File: src/rtl/str_lock_output.sv
// str_lock_output: output stage of the symbol timing recovery chain.
// Scales each strobed I/Q pair by 2^GAIN_SHIFT with saturation, runs a lock
// detector on the TED error magnitude, and queues symbols into a FIFO whose
// head is held in registers.
//
// Handshake: a symbol transfers on every rising clk edge where
// out_valid && out_ready. out_valid never depends combinationally on
// out_ready, and I_out/Q_out stay stable while out_valid && !out_ready.
module str_lock_output #(
   parameter int IN_W          = 16,
   parameter int OUT_W         = 17,
   parameter int GAIN_SHIFT    = 1,
   parameter int ERR_W         = 32,
   parameter int LOCK_THR      = 4096,
   parameter int LOCK_CNT      = 16,
   parameter int UNLOCK_CNT    = 8,
   parameter int FIFO_DEPTH    = 8,
   parameter bit GATE_UNLOCKED = 1'b1
) (
   input  logic                            clk,
   input  logic                            reset,
   input  logic                            strobe,
   input  logic signed [IN_W-1:0]          I_interp,
   input  logic signed [IN_W-1:0]          Q_interp,
   input  logic                            ted_out_en,
   input  logic signed [ERR_W-1:0]         er,
   output logic                            out_valid,
   input  logic                            out_ready,
   output logic signed [OUT_W-1:0]         I_out,
   output logic signed [OUT_W-1:0]         Q_out,
   output logic                            locked,
   output logic [1:0]                      lock_state,
   output logic [$clog2(FIFO_DEPTH):0]     fifo_level,
   output logic                            overflow,
   output logic [15:0]                     drop_cnt
);

   localparam int AW  = $clog2(FIFO_DEPTH);
   localparam int LW  = AW + 1;
   localparam int GW  = $clog2(LOCK_CNT + 1);
   localparam int BW  = $clog2(UNLOCK_CNT + 1);
   localparam int MW  = ERR_W + 1;
   localparam int SHW = IN_W + GAIN_SHIFT;
   localparam int SW  = ((SHW > OUT_W) ? SHW : OUT_W) + 1;
   localparam int DW  = 2 * OUT_W;

   localparam logic signed [SW-1:0] SAT_MAX = {{(SW-OUT_W+1){1'b0}}, {(OUT_W-1){1'b1}}};
   localparam logic signed [SW-1:0] SAT_MIN = {{(SW-OUT_W+1){1'b1}}, {(OUT_W-1){1'b0}}};

   typedef enum logic [1:0] {
      ST_ACQ    = 2'd0,
      ST_LOCKED = 2'd1,
      ST_HOLD   = 2'd2
   } lock_state_e;

   lock_state_e     state_q, state_d;
   logic [GW-1:0]   good_cnt_q, good_cnt_d;
   logic [BW-1:0]   bad_cnt_q, bad_cnt_d;
   logic            locked_q, locked_d;

   logic [DW-1:0]   mem_q [FIFO_DEPTH];
   logic [DW-1:0]   mem_d [FIFO_DEPTH];
   logic [AW-1:0]   rd_ptr_q, rd_ptr_d;
   logic [AW-1:0]   wr_ptr_q, wr_ptr_d;
   logic [LW-1:0]   level_q, level_d;
   logic            valid_q, valid_d;
   logic [DW-1:0]   head_q, head_d;
   logic            ovf_q, ovf_d;
   logic [15:0]     drop_q, drop_d;

   logic [MW-1:0]   er_ext, er_mag;
   logic            err_good;
   logic signed [OUT_W-1:0] i_sc, q_sc;
   logic [DW-1:0]   push_word;
   logic            push_req, pop, full, push, drop;

   // Sign-extend, shift by the gain, clamp to the signed OUT_W range.
   function automatic logic signed [OUT_W-1:0] scale_sat(input logic signed [IN_W-1:0] x);
      logic signed [SW-1:0] wide;
      wide = {{(SW-IN_W){x[IN_W-1]}}, x};
      wide = wide <<< GAIN_SHIFT;
      if (wide > SAT_MAX) begin
         scale_sat = {1'b0, {(OUT_W-1){1'b1}}};
      end else if (wide < SAT_MIN) begin
         scale_sat = {1'b1, {(OUT_W-1){1'b0}}};
      end else begin
         scale_sat = wide[OUT_W-1:0];
      end
   endfunction

   // Error magnitude in one extra bit so the most-negative error cannot wrap.
   always_comb begin
      er_ext   = {er[ERR_W-1], er};
      er_mag   = er[ERR_W-1] ? (~er_ext + MW'(1)) : er_ext;
      err_good = (er_mag < MW'(LOCK_THR));
   end

   // Lock detector next state: only a valid TED error moves it.
   always_comb begin
      state_d    = state_q;
      good_cnt_d = good_cnt_q;
      bad_cnt_d  = bad_cnt_q;
      case (state_q)
         ST_ACQ: begin
            if (ted_out_en) begin
               if (err_good) begin
                  if (good_cnt_q == GW'(LOCK_CNT - 1)) begin
                     state_d    = ST_LOCKED;
                     good_cnt_d = '0;
                  end else begin
                     good_cnt_d = good_cnt_q + GW'(1);
                  end
               end else begin
                  good_cnt_d = '0;
               end
            end
         end
         ST_LOCKED: begin
            if (ted_out_en && !err_good) begin
               state_d   = ST_HOLD;
               bad_cnt_d = BW'(1);
            end
         end
         ST_HOLD: begin
            if (ted_out_en) begin
               if (err_good) begin
                  state_d   = ST_LOCKED;
                  bad_cnt_d = '0;
               end else if (bad_cnt_q == BW'(UNLOCK_CNT - 1)) begin
                  state_d    = ST_ACQ;
                  bad_cnt_d  = '0;
                  good_cnt_d = '0;
               end else begin
                  bad_cnt_d = bad_cnt_q + BW'(1);
               end
            end
         end
         default: begin
            state_d    = ST_ACQ;
            good_cnt_d = '0;
            bad_cnt_d  = '0;
         end
      endcase
      locked_d = (state_d != ST_ACQ);
   end

   // FIFO next state: gated push, pop, drop accounting and head refresh.
   always_comb begin
      i_sc      = scale_sat(I_interp);
      q_sc      = scale_sat(Q_interp);
      push_word = {i_sc, q_sc};
      push_req  = strobe && (!GATE_UNLOCKED || locked_q);
      pop       = valid_q && out_ready;
      full      = (level_q == LW'(FIFO_DEPTH));
      push      = push_req && (!full || pop);
      drop      = push_req && full && !pop;

      mem_d = mem_q;
      if (push) begin
         mem_d[wr_ptr_q] = push_word;
      end
      wr_ptr_d = push ? wr_ptr_q + AW'(1) : wr_ptr_q;
      rd_ptr_d = pop  ? rd_ptr_q + AW'(1) : rd_ptr_q;

      case ({push, pop})
         2'b10:   level_d = level_q + LW'(1);
         2'b01:   level_d = level_q - LW'(1);
         default: level_d = level_q;
      endcase
      valid_d = (level_d != '0);

      // The head reloads when the old one leaves or the FIFO was empty; if the
      // new head is the word being written this cycle, take it directly.
      head_d = head_q;
      if (valid_d && (pop || !valid_q)) begin
         head_d = (push && (rd_ptr_d == wr_ptr_q)) ? push_word : mem_q[rd_ptr_d];
      end

      ovf_d  = ovf_q | drop;
      drop_d = (drop && (drop_q != 16'hFFFF)) ? drop_q + 16'd1 : drop_q;
   end

   // State registers; reset discards lock state and queued symbols at once.
   always_ff @(posedge clk or posedge reset) begin
      if (reset) begin
         state_q    <= ST_ACQ;
         good_cnt_q <= '0;
         bad_cnt_q  <= '0;
         locked_q   <= 1'b0;
         for (int k = 0; k < FIFO_DEPTH; k++) begin
            mem_q[k] <= '0;
         end
         rd_ptr_q   <= '0;
         wr_ptr_q   <= '0;
         level_q    <= '0;
         valid_q    <= 1'b0;
         head_q     <= '0;
         ovf_q      <= 1'b0;
         drop_q     <= '0;
      end else begin
         state_q    <= state_d;
         good_cnt_q <= good_cnt_d;
         bad_cnt_q  <= bad_cnt_d;
         locked_q   <= locked_d;
         mem_q      <= mem_d;
         rd_ptr_q   <= rd_ptr_d;
         wr_ptr_q   <= wr_ptr_d;
         level_q    <= level_d;
         valid_q    <= valid_d;
         head_q     <= head_d;
         ovf_q      <= ovf_d;
         drop_q     <= drop_d;
      end
   end

   assign out_valid  = valid_q;
   assign I_out      = head_q[DW-1:OUT_W];
   assign Q_out      = head_q[OUT_W-1:0];
   assign locked     = locked_q;
   assign lock_state = state_q;
   assign fifo_level = level_q;
   assign overflow   = ovf_q;
   assign drop_cnt   = drop_q;

endmodule

File: config.mk
export PLATFORM = sky130hd
export DESIGN_NAME = str_lock_output
export DESIGN_NICKNAME = d
export VERILOG_FILES = /design/src/rtl/str_lock_output.sv
export SDC_FILE = /design/constraint.sdc
export NUM_CORES = 1
export LEC_CHECK = 0
export CORE_MARGIN = 2
export CORE_UTILIZATION = 60
export DETAILED_ROUTE_END_ITERATION = 6
export GPL_ROUTABILITY_DRIVEN = 0
export PLACE_DENSITY = 0.89
export SYNTH_ARGS = -nofsm -noshare
export SYNTH_HDL_FRONTEND = slang
export SYNTH_SLANG_ARGS = --single-unit
File: constraint.sdc
create_clock -name clk -period 21.7 [get_ports clk]
set_clock_uncertainty 0.15 [all_clocks]
set_input_delay 5.425 -clock clk [delete_from_list [all_inputs] [get_ports clk]]
set_output_delay 5.425 -clock clk [all_outputs]
set_load 0.01 [all_outputs]
==> results.yml <==
status:
  status: "complete, no violations"
sta:
  fmax_ghz: 0.115
  min_period_over_period_pct: 40.1
  rsz0062_at_grt: "no"
  hold_viol_final: 0
  finalSetupTns_ns: 0
  timing.final.crit_period_ns: 8.71
  worst_pin_slew_ns: 1.14
  final-setup-viol-count: 0
  slew_violations: 0
  relSlewSlack_pct: 23.8
cts:
  clock-root-buffer: "clkbuf_16"
  cts_sinks: 329
  htreeDepth: 2
  insertion_delay_ns: 0.51
  cts_resized: 0
  cts_tree: "yes"
  clk_pin_slew_ns: 0.06
  cts_buffer_depth: 3
  post_cts_buffers: 0
  cts_buffers: 35
  holdBufCountCts: 0
synth:
  netlist_top_cells_count: "dfrtp_1 (329), mux2_2 (259), nand2_1 (122)"
  synthesis.area_um2: 15500
  netlist_top_cells_area: "dfrtp_1 (53%), mux2_2 (19%), mux4_2 (9.3%)"
  yosys.area.top_type: "dfrtp_1"
  ys_types: 70
  ys_warn_count: 0
  synth-seq-area-share_pct: 52.9
  synth_top_area_share_pct: 52.9
  synth.net_count: 1265
  synth_edf_count: 0
  postSynthCellCount: 1184
  synthFlopType: "dfrtp_1"
  async_flop_share_pct: 100
  avgSynthCellArea_um2: 13.1
  yosys_register_bits: 329
  synth.most_common_cell: "dfrtp_1"
critical_path:
  start_kind: "input pin"
  crit_path_end: "head_q[24]"
  worstReg2RegStart: "out_valid"
  critPathCaptureType: "register"
  timing_worst_setup_path_type: "in2reg"
  worstSetupStartpoint: "out_ready"
  cp.required_ns: 21.88
  rr_worst_depth: 11
  crit_fanout: 54
  r2r_end: "head_q[24]"
  timing.reg2reg.setup_slack_ns: 17.97
  critPathArrivalTime_ns: 8.89
power:
  leakage_nw: 8.53
  ir_drop_mv: 0.142
  powerDensity_nw_per_um2: 89.3
global_routing:
  grt_antenna_before_repair: 3
  grt_pass1_wl_mm: 61.2
  grt_pass1_vias: 11302
  grt-ovfl-total: 0
  grt_max_degree: 182
  grt.total_usage_pct: 29.2
layout:
  drive_gt1_share_pct: 32.0
  fill_cells: 1577
  postLayoutCoreUtil_pct: 72.8
  syn_to_final_growth_pct: 18.5
  layout.nets: 1381
route:
  first_iter_violations: 890
  routed_wl_mm: 38.1
  routedWlPerCell_um: 23.0
  drc: 0
  ant_nets: 0
  vias: 10554
  dr.pass1.iters: 5
  viasPerCell: 6.37
die:
  ioPinCount: 128
  dieWidth_um: 165
  die_y_um: 165
  core_area_um2: 25300
  start_util_pct: 61.4
  rows: 58
  die-area_um2: 27200
placed_design:
  place_hpwl_mm: 21.8
  io_buffers: 127
worst_hold_path:
  hp-class: "reg2reg"
flow_run:
  drv_cap: 0
[through the flow]
stage	area [um^2]	total power (W)	std cells	setup WS [ns]	hold WS (ns)
after global placement	17200	0.00101	1593	12.76	0.303
final	18400	0.00165	1657	12.99	0.328
after detailed placement	17200	0.00102	1593	12.57	0.316
after floorplan	15500	0.000887	1184	7.01	0.324
after global routing	18400	0.00170	1655	12.72	0.354
after CTS	18400	0.00165	1655	13.01	0.329
[how the worst min path moves through the flow]
stage,start,endpoint,cells past startpoint
floorplan,mem_q[33],mem_q[33],1
global placement,overflow,overflow,1
detailed placement,overflow,overflow,1
CTS,overflow,overflow,1
global route,overflow,overflow,1
finish,overflow,overflow,1
[logic make-up (layout without fill, tap and decap cells)]
family,count (synthesis),count (layout),synth area share [%]
mux,329,329,28.4
flops,329,329,52.9
simple gates,248,248,7.81
compound gates,155,155,6.10
buf+inv,87,228,2.36
xor+xnor,24,24,1.35
fa+ha+maj,12,12,1.01
other cells,0,2,0
[power by group]
group | switching, W | internal [W] | total [W]
clock | 0.000246 | 0.000390 | 0.000635
sequential | 0.0000116 | 0.000622 | 0.000634
combinational | 0.000244 | 0.000134 | 0.000378
[per-layer routing]
metal	vias up	share of wire, %	track usage (%)
met5	-	0	0
met4	0	3.1	10.7
met3	116	6.4	5.83
met2	419	51	49.6
met1	5461	40	37.4
li1	4558	-	-
[cell type report]
cell class	instances	area [um^2]	share of cell area, %
Clock buffer	51	1070	5.80
Clock inverter	11	166	0.903
Inverter	21	86.3	0.468
Timing Repair Buffer	145	1420	7.70
Tap cell	330	413	2.24
Antenna cell	2	5.00	0.0272
Sequential cell	329	8230	44.7
Multi-Input combinational cell	768	7040	38.2
[layout by cell type, fill, tap and decap left out, types with 17 or more instances in the layout]
cell,instances
o21ai_0,42
nand3_1,17
buf_4,17
mux4_2,64
dfrtp_1,329
inv_1,18
a21oi_1,72
mux2_2,259
clkdlybuf4s50_1,127
clkbuf_16,37
nand2_1,122
nor2_1,37
[critical path: stages]
cell	delay, ns
clkdlybuf4s50_1	0.51
nand2_1	0.24
xor2_4	0.19
buf_4	0.44
clkinv_1	0.37
xnor2_1	0.23
nand3_1	0.13
nor2_4	0.29
buf_4	0.60
a21oi_1	0.11
a21oi_1	0.15
o21ai_0	0.15
[flip-flops by register name, indices dropped and copies added (netlist names), 2 cells and up]
signal      count
rd_ptr_q        3
bad_cnt_q       4
wr_ptr_q        3
fifo_level      4
mem_q         256
head_q         33
good_cnt_q      5
lock_state      2
drop_cnt       16
No activity file was read; power rests on OpenSTA's default activity.
